File: src/rtl/f1d16_arb4_pkg.sv
// Shared definitions for the f1d16_arb4 four-requester burst arbiter:
// FSM encoding, requester count and default widths.
package f1d16_arb4_pkg;

    localparam int NREQ          = 4;
    localparam int DEF_W         = 16;
    localparam int DEF_MAX_BURST = 4;

    typedef enum logic [1:0] {
        ST_IDLE     = 2'd0,
        ST_BURST    = 2'd1,
        ST_FLUSHING = 2'd2
    } state_t;

    function automatic logic [1:0] onehot_to_idx(input logic [NREQ-1:0] oh);
        logic [1:0] idx;
        idx = '0;
        for (int i = 0; i < NREQ; i++) begin
            if (oh[i]) begin
                idx = idx | 2'(i);
            end
        end
        return idx;
    endfunction

endpackage

File: src/rtl/f1d16_arb4_rr_pick4.sv
// Round-robin search: first set request at or after ptr, wrapping 3 -> 0.
// Purely combinational; returns a one-hot winner and a found flag.
module rr_pick4
    import f1d16_arb4_pkg::*;
(
    input  logic [NREQ-1:0] req,
    input  logic [1:0]      ptr,
    output logic [NREQ-1:0] winner,
    output logic            found
);

    always_comb begin
        winner = '0;
        found  = 1'b0;
        for (int k = 0; k < NREQ; k++) begin
            if (!found && req[ptr + 2'(k)]) begin
                winner[ptr + 2'(k)] = 1'b1;
                found               = 1'b1;
            end
        end
    end

endmodule

File: src/rtl/f1d16_arb4.sv
// Four-requester round-robin burst arbiter feeding a shared W-bit register,
// with a synchronous flush path that clears the register for one cycle.
module f1d16_arb4
    import f1d16_arb4_pkg::*;
#(
    parameter int W         = DEF_W,
    parameter int MAX_BURST = DEF_MAX_BURST
) (
    input  logic              ck,
    input  logic              rst_n,
    input  logic [NREQ-1:0]   req,
    input  logic [NREQ*W-1:0] d,
    input  logic              flush,
    output logic [NREQ-1:0]   gnt,
    output logic              reg_ce,
    output logic              reg_clr,
    output logic [W-1:0]      reg_d,
    output logic [W-1:0]      q,
    output logic              q_valid,
    output logic [1:0]        q_id
);

    state_t          state_q, state_d;
    logic [NREQ-1:0] gnt_q, gnt_d;
    logic [3:0]      cnt_q, cnt_d;
    logic [1:0]      ptr_q, ptr_d;
    logic [1:0]      owner_q, owner_d;
    logic            loaded_q;
    logic [NREQ-1:0] winner;
    logic            found;
    logic [1:0]      win_idx;

    // ptr is moved to winner+1 at grant time, so a flush that aborts a burst
    // leaves it already pointing past the interrupted owner.
    rr_pick4 u_pick (
        .req    (req),
        .ptr    (ptr_q),
        .winner (winner),
        .found  (found)
    );

    assign win_idx = onehot_to_idx(winner);

    always_ff @(posedge ck or negedge rst_n) begin
        if (!rst_n) begin
            state_q <= ST_IDLE;
            gnt_q   <= '0;
            cnt_q   <= '0;
            ptr_q   <= '0;
            owner_q <= '0;
        end else begin
            state_q <= state_d;
            gnt_q   <= gnt_d;
            cnt_q   <= cnt_d;
            ptr_q   <= ptr_d;
            owner_q <= owner_d;
        end
    end

    always_comb begin
        state_d = state_q;
        gnt_d   = '0;
        cnt_d   = cnt_q;
        ptr_d   = ptr_q;
        owner_d = owner_q;
        if (flush) begin
            state_d = ST_FLUSHING;
            cnt_d   = '0;
        end else if (state_q == ST_BURST && req[owner_q] && cnt_q < 4'(MAX_BURST)) begin
            gnt_d = gnt_q;
            cnt_d = cnt_q + 4'd1;
        end else if (found) begin
            // A lone requester at its burst limit wins again through the wrap.
            state_d = ST_BURST;
            gnt_d   = winner;
            owner_d = win_idx;
            ptr_d   = win_idx + 2'd1;
            cnt_d   = 4'd1;
        end else begin
            state_d = ST_IDLE;
            cnt_d   = '0;
        end
    end

    always_comb begin
        reg_d = '0;
        for (int i = 0; i < NREQ; i++) begin
            if (gnt_q[i]) begin
                reg_d = reg_d | d[i*W +: W];
            end
        end
    end

    assign gnt     = gnt_q;
    assign reg_ce  = |gnt_q;
    assign reg_clr = (state_q == ST_FLUSHING);

    // Shared register: async clear from reset, sync clear from the flush strobe.
    always_ff @(posedge ck or negedge rst_n) begin
        if (!rst_n) begin
            q        <= '0;
            loaded_q <= 1'b0;
            q_id     <= '0;
        end else begin
            loaded_q <= reg_ce;
            if (reg_clr) begin
                q <= '0;
            end else if (reg_ce) begin
                q <= reg_d;
            end
            if (reg_ce) begin
                q_id <= owner_q;
            end
        end
    end

    assign q_valid = loaded_q & ~reg_clr;

endmodule

File: config.mk
export PLATFORM = sky130hd
export DESIGN_NAME = f1d16_arb4
export DESIGN_NICKNAME = d
export VERILOG_FILES = /design/src/rtl/f1d16_arb4_pkg.sv /design/src/rtl/f1d16_arb4_rr_pick4.sv /design/src/rtl/f1d16_arb4.sv
export SDC_FILE = /design/constraint.sdc
export NUM_CORES = 1
export LEC_CHECK = 0
export ABC_CLOCK_PERIOD_IN_PS = 3100
export CAP_MARGIN = 20
export CORE_ASPECT_RATIO = 0.6
export CORE_UTILIZATION = 40
export CTS_CLUSTER_DIAMETER = 30
export CTS_CLUSTER_SIZE = 20
export DETAILED_ROUTE_END_ITERATION = 8
export GPL_TIMING_DRIVEN = 1
export PLACE_DENSITY = 0.82
export SYNTH_ARGS = -nofsm -noshare
export SYNTH_HDL_FRONTEND = slang
export SYNTH_HIERARCHICAL = 1
export SYNTH_SLANG_ARGS = --single-unit
File: constraint.sdc
create_clock -name ck -period 3.1 [get_ports ck]
set_input_delay 0.31 -clock ck [delete_from_list [all_inputs] [get_ports ck]]
set_output_delay 0.31 -clock ck [all_outputs]
set_load 0.02 [all_outputs]
**After elaboration in Yosys (flattened, before gate mapping)**

Cells that the tools add are included.

- Shift-type cells: 0
- Div/mod/pow operators: 0
- Add/sub/neg operators: 5
- Mux-type cells: 44
- Multiply operators: 0
- Reduce and logical (&&, ||, !) cells: 15
- Equal/unequal tests: 3
- Bitwise gates (word level): 10
- Order comparisons: 10

Operators with widths:

| cell | count |
|---|---|
| 16-bit 2-to-1 mux | 6 |
| 16-bit bitwise OR | 3 |
| 4-bit 2-to-1 mux | 9 |
| 1-bit 2-to-1 mux | 16 |
| 2-bit by 3-bit less-than comparator with 1-bit output (second input constant) | 5 |
| 4-bit bitwise OR | 3 |
| 1-bit binary-select mux with 2-bit select | 5 |
| 1-bit logical AND | 9 |
| 1-bit demux with 2-bit select | 4 |
| 2-bit by 1-bit >= comparator with 1-bit output (second input constant) | 4 |
| 2-bit 2-to-1 mux | 4 |
| 2-bit by 1-bit adder with 2-bit output (second input constant) | 2 |
| 2-bit adder (second input constant) | 2 |
| 4-bit by 1-bit adder with 4-bit output (second input constant) | 1 |
| 4-bit by 3-bit less-than comparator with 1-bit output (second input constant) | 1 |
| 4-bit OR reduction | 1 |
| 1-bit zero test | 3 |
| 1-bit inverter | 3 |
| 3-bit AND reduction | 1 |
| 2-bit by 1-bit == test with 1-bit output (second input constant) | 1 |
| 2-bit == test (second input constant) | 1 |
| 2-bit != test (second input constant) | 1 |
| 2-bit nonzero test | 1 |
| 1-bit AND | 1 |

- Memory bits (writable): 0
- Latch bits: 0
- Output and inout bits: 41
- Input bits: 71
- Memory bits (read-only): 0
- Memories kept: 0
- Register bits: 33

**Logic depth before layout (Yosys ltp)**

Gate-level depths: netlist (run 1).

- Depth after elaboration: 16
- Mapped depth: 10
- Mapped depth without buffers: 9

**By module**

The synthesis (run 1) kept the hierarchy.

Modules (own cells, without submodules):

| module | area each (sq um) | times used | cells each |
|---|---|---|---|
| f1d16_arb4 | 1,666.6 | 1 | 174 |
| rr_pick4 | 494.2 | 1 | 62 |

**Least setup slack after synthesis (run 1)**

Ideal clock, no wire load.

- Path type: register -> register
- From: reg ptr_q[1]
- To: reg ptr_q[1]
- Cell stages (with the launch flop): 11
- Library setup time: 128 ps
- Setup slack: 524 ps
- Buffers on the path: 1
- Data arrival time: 2,448 ps
- Path through: dfrtp_1 -> clkbuf_1 -> inv_1 -> ha_1 -> mux2i_1 -> mux2_2 -> a211oi_1 -> o2bb2ai_1 -> xnor2_1 -> nor2_1 -> mux2_1

- Word-level cells in the longest chain between the ends: 16
- Elaborated cells on any way between the ends: 53

RTL lines:

| element | line | RTL |
|---|---|---|
| start: declaration | f1d16_arb4.sv:26 | `logic [1:0] ptr_q, ptr_d;` |
| start signal: assignment | f1d16_arb4.sv:55 | `ptr_q <= ptr_d;` |
| branches (longest 11 deep; another with 2-bit by 3-bit less-than comparator with 1-bit output) | - |  |
| 4-bit 2-to-1 mux * | f1d16_arb4_rr_pick4.sv:16 | `if (!found && req[ptr + 2'(k)]) begin` |
| net winner[1] | f1d16_arb4.sv:29 | `logic [NREQ-1:0] winner;` |
| 1-bit 2-to-1 mux * | f1d16_arb4_pkg.sv:19 | `if (oh[i]) begin` |
| 2-bit 2-to-1 mux * (2 in a row) | f1d16_arb4_pkg.sv:19 |  |
| 2-bit by 1-bit adder with 2-bit output * | f1d16_arb4.sv:77 | `ptr_d = win_idx + 2'd1;` |

Mark *: on every way through the listed nets, which the timed path passes. The select of a mux whose other input is x is not followed.
A chain may end at the register's enable or synchronous reset.

**Worst setup path after layout (run 1)**

- From: reg ptr_q[0]
- To: reg ptr_q[1]

The elaborated chain is that of the path after synthesis.

==> flow_summary.ini, run 1 <==
[layout]
final_net_count = 417
fill_cells = 409
utilization_pct = 66.7
area_growth_syn_to_layout_pct = 58.4
insertedDiodeCount = 0
final_cell_area_excluding_filler_cells_um2 = 3420
layout.area.seq_um2 = 826
multi_input_comb_area_um2 = 1220
layout-drive-gt1-share_pct = 8.53

[route]
routed_wire_length_per_instance_um = 16.3
totalWireLength_um = 6640
detail-route-antenna-nets = 0
drt_drc_violations_left = 0
route.detailed.vias_per_inst = 5.64
drt_first_pass_iters = 5
drt_first_iter_violations = 161
via_count = 2289

[logic_synthesis]
synth_top_family_by_area = compound AO/OA/AOI/OAI gates
netlist-cell-type-count = 42
synth.cells.most_frequent = sky130_fd_sc_hd__nand2_1, sky130_fd_sc_hd__dfrtp_1, sky130_fd_sc_hd__a22oi_1, sky130_fd_sc_hd__a31oi_1, sky130_fd_sc_hd__clkbuf_1
synth_xor_xnor_area_share_pct = 0.405
synth_area_um2 = 2160
synth.avg_cell_area_um2 = 9.16
synth_area_leader_cell = sky130_fd_sc_hd__dfrtp_1
synthesis.yosys.warnings = 6
synth_seq_area_share_pct = 38.2
synth-edff-count = 0
synthesized_nets = 314
synthFlopType = sky130_fd_sc_hd__dfrtp_1
ys_async_sr_fraction_pct = 100
synth.most_common_cell = sky130_fd_sc_hd__nand2_1
synth.ff_latch_count = 33
post_synth_main_area_contributors = sky130_fd_sc_hd__dfrtp_1, sky130_fd_sc_hd__a22oi_1, sky130_fd_sc_hd__nand2_1
post_synth_fa_ha_maj_area_fraction_pct = 4.05
syn_inst = 236
post_synth_mux_area_share_pct = 8.40
synth_largest_type_area_fraction_pct = 38.2
synth_area_in_simple_gates_pct = 16.1
share_of_the_synthesized_area_in_compound_gates_ao_oa_aoi_oai_pct = 27.0

[placed_design]
place_hpwl_um = 4900
io_buffer_count = 111
place_congestion = 0.829
placedInstanceArea_um2 = 3300

[worst_setup_path]
cp_cell_sequence = inv_1 -> ha_1 -> mux2i_1 -> mux2_2 -> a211oi_1 -> o2bb2ai_1 -> xnor2_1 -> nor2_1 -> mux2_1
worst-r2r-setup-slack_ns = 0.53
worst_ep_required_time_ns = 3.26
r2r.worst_path.cells = 9
timing.critical_path.fanout_max = 5
r2r_start = ptr_q[0]
crit_arrival_ns = 2.73
setup.worst_path.start_class = register
critPathKind = reg -> reg
cpPeakStageDelay_ns = 0.41
timing.critical_path.max_delay_family = multiplexers
cp_num_buf_inv = 1
reg2reg_capture_point = ptr_q[1]
end_kind = register
timing.critical_path.slowest_stage_cell = sky130_fd_sc_hd__ha_1

[grt]
antenna_found_initial = 0
grt_pass1_vias = 2147
grt_max_degree = 34
track_usage_pct = 24.1
grt_first_pass_wirelength_um = 10800
grt_overflow_total = 0

[power]
share_clk_of_total_power_pct = 11.8
power_switching_share_pct = 45.6
sw_pwr_mw = 1.63
share_seq_of_total_power_pct = 23.3
power_density_nw_per_um2 = 1040
leakage_power_total_nw = 1.42
cell_internal_pwr_mw = 1.94
p_comb_share_pct = 64.9
ir_drop_mv = 0.663

[floorplanning]
die_y_um = 58.9
core.rowCount = 20
boundaryPins = 112
initial_utilization_pct = 42.1
chipWidth_um = 96.9
die-area_um2 = 5710
coreArea_um2 = 5130

[timing]
achievable-frequency_ghz = 0.389
finalSetupViolations = 0
slew_viol_final = 0
slew_headroom_pct = 28.9
fin_crit_ns = 2.57
rsz0062_at_grt = no
hold_slack_ns = 0.434
worstMarginPinSlew_ns = 1.06
clock_skew_ns = 0.00603
finalHoldViolCount = 0
final_min_period_over_clock_period_pct = 83.0
setup_tns_ns = 0

[cts]
clock-sinks = 33
post_cts.repair.setup_buffers = 0
clockBufferDepth = 2
number_of_gates_given_a_new_drive_strength_after_cts = 0
clk_transition_reported_paths_ns = 0.07
tritoncts = done
cts_buffers = 5
clock_tree.htree_level_count = 2
cts-hold-fix-buffers = 0
clock_latency_ns = 0.28
cts-root-buf = sky130_fd_sc_hd__clkbuf_8

[outcome]
run_status = finished clean

[flow_run]
maxCapViolations = 0

[min_path]
hp-class = in -> async
power by group through the flow:
stage	Combinational, mW	Clock [mW]	Sequential, mW
after global routing	2.51	0.448	0.857
after CTS	2.31	0.426	0.826
after global placement	2.26	0	0.825
after floorplan	1.34	0	0.850
after detailed placement	2.30	0	0.832
final	2.31	0.421	0.830
per-stage QoR:
| stage | instances | total power, mW | setup slack [ns] |
|---|---|---|---|
| floorplan | 236 | 2.19 | 0.524 |
| global placement | 398 | 3.09 | 0.530 |
| detailed placement | 398 | 3.13 | 0.434 |
| CTS | 406 | 3.56 | 0.590 |
| global route | 406 | 3.81 | 0.309 |
| finish | 406 | 3.57 | 0.526 |
metal layers:
layer / vias up / global-route usage [%] / part of all wire (%)
li1: 1078 / - / -
met1: 1102 / 35.5 / 49
met2: 105 / 36.6 / 43
met3: 4 / 6.29 / 8.0
met4: 0 / 3.41 / 0.48
met5: - / 0 / 0
worst register-to-register path: stages (launching register included):
cell and delay [ns]:
sky130_fd_sc_hd__dfrtp_1 0.35, sky130_fd_sc_hd__inv_1 0.11, sky130_fd_sc_hd__ha_1 0.41, sky130_fd_sc_hd__mux2i_1 0.39, sky130_fd_sc_hd__mux2_2 0.29, sky130_fd_sc_hd__a211oi_1 0.10
sky130_fd_sc_hd__o2bb2ai_1 0.28, sky130_fd_sc_hd__xnor2_1 0.16, sky130_fd_sc_hd__nor2_1 0.05, sky130_fd_sc_hd__mux2_1 0.31
cell families after synthesis:
kind of cell	after synthesis
multiplexers	15
flip-flops	33
AO/OA/AOI/OAI	78
buffers and inverters	27
AND/OR/NAND/NOR	74
other	1
XOR/XNOR	1
adder cells (fa/ha/maj)	7
worst max-delay path by stage:
stage	from	end	slack (ns)	cells past startpoint
2_1_floorplan	ptr_q[1]	ptr_q[1]	0.52	10
3_3_place_gp	req[1]	ptr_q[1]	0.53	8
3_5_place_dp	req[1]	ptr_q[1]	0.43	8
4_1_cts	ptr_q[0]	ptr_q[1]	0.59	9
5_1_grt	ptr_q[0]	ptr_q[1]	0.31	9
6_report	ptr_q[0]	ptr_q[1]	0.53	9
placed cells by master (no fill, tap or decap), drive strengths merged:
master,synthesis,layout
nor4,1,1
a211oi,3,3
a31oi,16,16
nand3b,1,1
dfrtp,33,33
nor2,9,9
o21bai,1,1
nand3,6,6
inv,7,7
o22ai,6,6
nor3,1,1
a31o,2,2
buf,6,5
or2,1,1
clkbuf,14,6
mux4,2,2
mux2,5,5
nor2b,2,2
nand4b,1,1
o21ai,2,2
a21oi,5,5
a221oi,2,2
o2bb2ai,4,4
clkinvlp,0,1
a22oi,32,32
ha,7,7
xnor2,1,1
bufinv,0,1
conb,1,1
clkdlybuf4s50,0,111
mux2i,8,8
nor3b,2,2
nand2b,4,4
or4,1,1
a2111o,1,1
a21o,4,4
or3b,1,1
nor4b,1,1
nand2,43,43
final cells by class:
| cell class | instances | area share [%] |
|---|---|---|
| well taps | 66 | 2.41 |
| multi-input cells | 176 | 35.6 |
| inverters | 7 | 0.768 |
| clock inverters | 2 | 1.10 |
| flip-flops and latches | 33 | 24.1 |
| repair buffers | 116 | 33.6 |
| clock buffers | 6 | 2.41 |
sequential cells by signal (all words and copies together), names as in the netlist:
name / count
owner_q: 2
gnt: 4
q: 16
state_q: 2
loaded_q: 1
ptr_q: 2
q_id: 2
cnt_q: 4
(Power assumes the default switching activity.)
==> run 2, diff against run 1 <==
- ABC_CLOCK_PERIOD_IN_PS: 3100 -> 2250
- CORE_UTILIZATION: 40 -> 36
- PLACE_DENSITY: 0.82 -> 0.78
- clock period: 3.1 -> 2.25 ns (I/O delays scaled with it)
==> flow_summary.ini, run 2 (synthesis gave the netlist of run 1 again) <==
[outcome]
run_status = finished, violations left
violations_in_the_final_reports = negative setup slack

[layout]
layout.area.seq_um2 = 827
insertedDiodeCount = 0
area_growth_syn_to_layout_pct = 68.0
flip_flop_count_of_the_largest_register_all_copies_and_words_added = 16
fill_cells = 464
top_register = q
layout.cells.most_common_list = sky130_fd_sc_hd__clkdlybuf4s50_1, sky130_fd_sc_hd__nand2_1, sky130_fd_sc_hd__a22oi_1, sky130_fd_sc_hd__dfrtp_1, sky130_fd_sc_hd__buf_4
final_cell_area_excluding_filler_cells_um2 = 3630
final_net_count = 433
layout.cells.most_common = sky130_fd_sc_hd__clkdlybuf4s50_1
layout-drive-gt1-share_pct = 15.4
multi_input_comb_area_um2 = 1290

[timing]
rsz0062_at_grt = yes
fin_crit_ns = 2.27
final_min_period_over_clock_period_pct = 101
setup_tns_ns = -0.0226
clock_skew_ns = 0.00535
finalSetupViolations = 1
finalHoldViolCount = 0
slew_viol_final = 0
achievable-frequency_ghz = 0.440
layout_setup_ws_ns = -0.0226

[cts]
clock-sinks = 33
clock_tree.htree_level_count = 2
tritoncts = done
clock_latency_ns = 0.28
clockBufferDepth = 2
cts_buffers = 5
cts-hold-fix-buffers = 0
clk_transition_reported_paths_ns = 0.07
post_cts.repair.setup_buffers = 0
cts-root-buf = sky130_fd_sc_hd__clkbuf_8
number_of_gates_given_a_new_drive_strength_after_cts = 2

[placed_design]
io_buffer_count = 111
placedInstanceArea_um2 = 3490
place_congestion = 0.934
place_hpwl_um = 5420

[worst_setup_path]
timing.critical_path.max_delay_family = multiplexers
timing.critical_path.fanout_max = 5
critPathKind = reg -> reg
cpPeakStageDelay_ns = 0.43
path_depth = 9
cp_cell_sequence = inv_4 -> ha_4 -> mux2i_4 -> mux2_4 -> a211oi_2 -> o2bb2ai_2 -> xnor2_1 -> nor2_1 -> mux2_1
r2r.worst_path.cells = 9
cp_num_buf_inv = 1
timing.critical_path.slowest_stage_cell = sky130_fd_sc_hd__dfrtp_1
crit_arrival_ns = 2.44
end_kind = register
setup.worst_path.start_class = register
worst_ep_required_time_ns = 2.41

[floorplanning]
initial_utilization_pct = 38.1
core.rowCount = 21
chipWidth_um = 102
boundaryPins = 112
die_y_um = 62.0
coreArea_um2 = 5680
die-area_um2 = 6330

[route]
drt_drc_violations_left = 0
routed_wire_length_per_instance_um = 16.2
totalWireLength_um = 7080
via_count = 2339
detail-route-antenna-nets = 0
route.detailed.vias_per_inst = 5.36
drt_first_iter_violations = 184
drt_first_pass_iters = 4

[min_path]
hp-class = in -> async

[grt]
grt_first_pass_wirelength_um = 10600
grt_pass1_vias = 2167
grt_max_degree = 34
grt_overflow_total = 0
antenna_found_initial = 0
track_usage_pct = 22.5

[flow_run]
maxCapViolations = 0

[power]
leakage_power_total_nw = 1.51
ir_drop_mv = 0.893
power_density_nw_per_um2 = 1440
## run 2: cell count changes in the layout (fill, tap and decap cells not counted), sizes merged
| cell | before | now |
|---|---|---|
| clkinvlp | 1 | 0 |
| clkbuf | 6 | 7 |
| buf | 5 | 21 |
## run 2: per-layer routing
metal,GRT usage [%],wire [µm]
met1,31.2,3230
met2,35.9,3300
met3,6.04,532
met4,4.90,16
met5,0,0
## run 2: cell type report
cell class,instances,area share [%]
sequential,33,22.8
timing repair buffer,132,34.9
clock buffer,7,2.38
multi-input combinational,176,35.5
inverter,7,0.793
tap,80,2.76
clock inverter,1,0.827
## run 2: path summary, 6_finish.rpt
kind | slack [ns] | startpoint | to
worst max-delay path | -0.02 | ptr_q[0] | ptr_q[1]
worst min-delay path | 0.35 | rst_n | q[1]
worst max register to register | -0.02 | ptr_q[0] | ptr_q[1]
worst min register to register | 0.50 | q_id[0] | q_id[0]
max in group asynchronous | 1.58 | rst_n | gnt[2]
min in group ck | 0.50 | q_id[0] | q_id[0]
## run 2: stage by stage
step           setup slack, ns  power [mW]  util [%]  std cells  hold WS [ns]
5_1_grt                -0.0816        5.55      64.0        436         0.400
6_report               -0.0226        5.23      64.0        436         0.348
4_1_cts                0.00852        5.18      63.7        436         0.372
3_3_place_gp           -0.0906        4.55      61.5        428         0.474
2_1_floorplan          0.00356        3.16         -        236       -0.0706
3_5_place_dp            -0.172        4.58      61.5        428         0.485
## run 2: power breakdown
group,leakage [nW],switching [mW],total (mW),internal [mW]
logic,1.04,1.93,3.62,1.69
clock network,0.0585,0.214,0.575,0.361
registers,0.412,0.202,1.03,0.829
total,1.51,2.34,5.23,2.88
## run 2: worst register-to-register path, stage by stage (launching register included)
cell	delay (ns)
sky130_fd_sc_hd__dfrtp_1	0.43
sky130_fd_sc_hd__inv_4	0.07
sky130_fd_sc_hd__ha_4	0.29
sky130_fd_sc_hd__mux2i_4	0.21
sky130_fd_sc_hd__mux2_4	0.33
sky130_fd_sc_hd__a211oi_2	0.22
sky130_fd_sc_hd__o2bb2ai_2	0.13
sky130_fd_sc_hd__xnor2_1	0.14
sky130_fd_sc_hd__nor2_1	0.05
sky130_fd_sc_hd__mux2_1	0.29
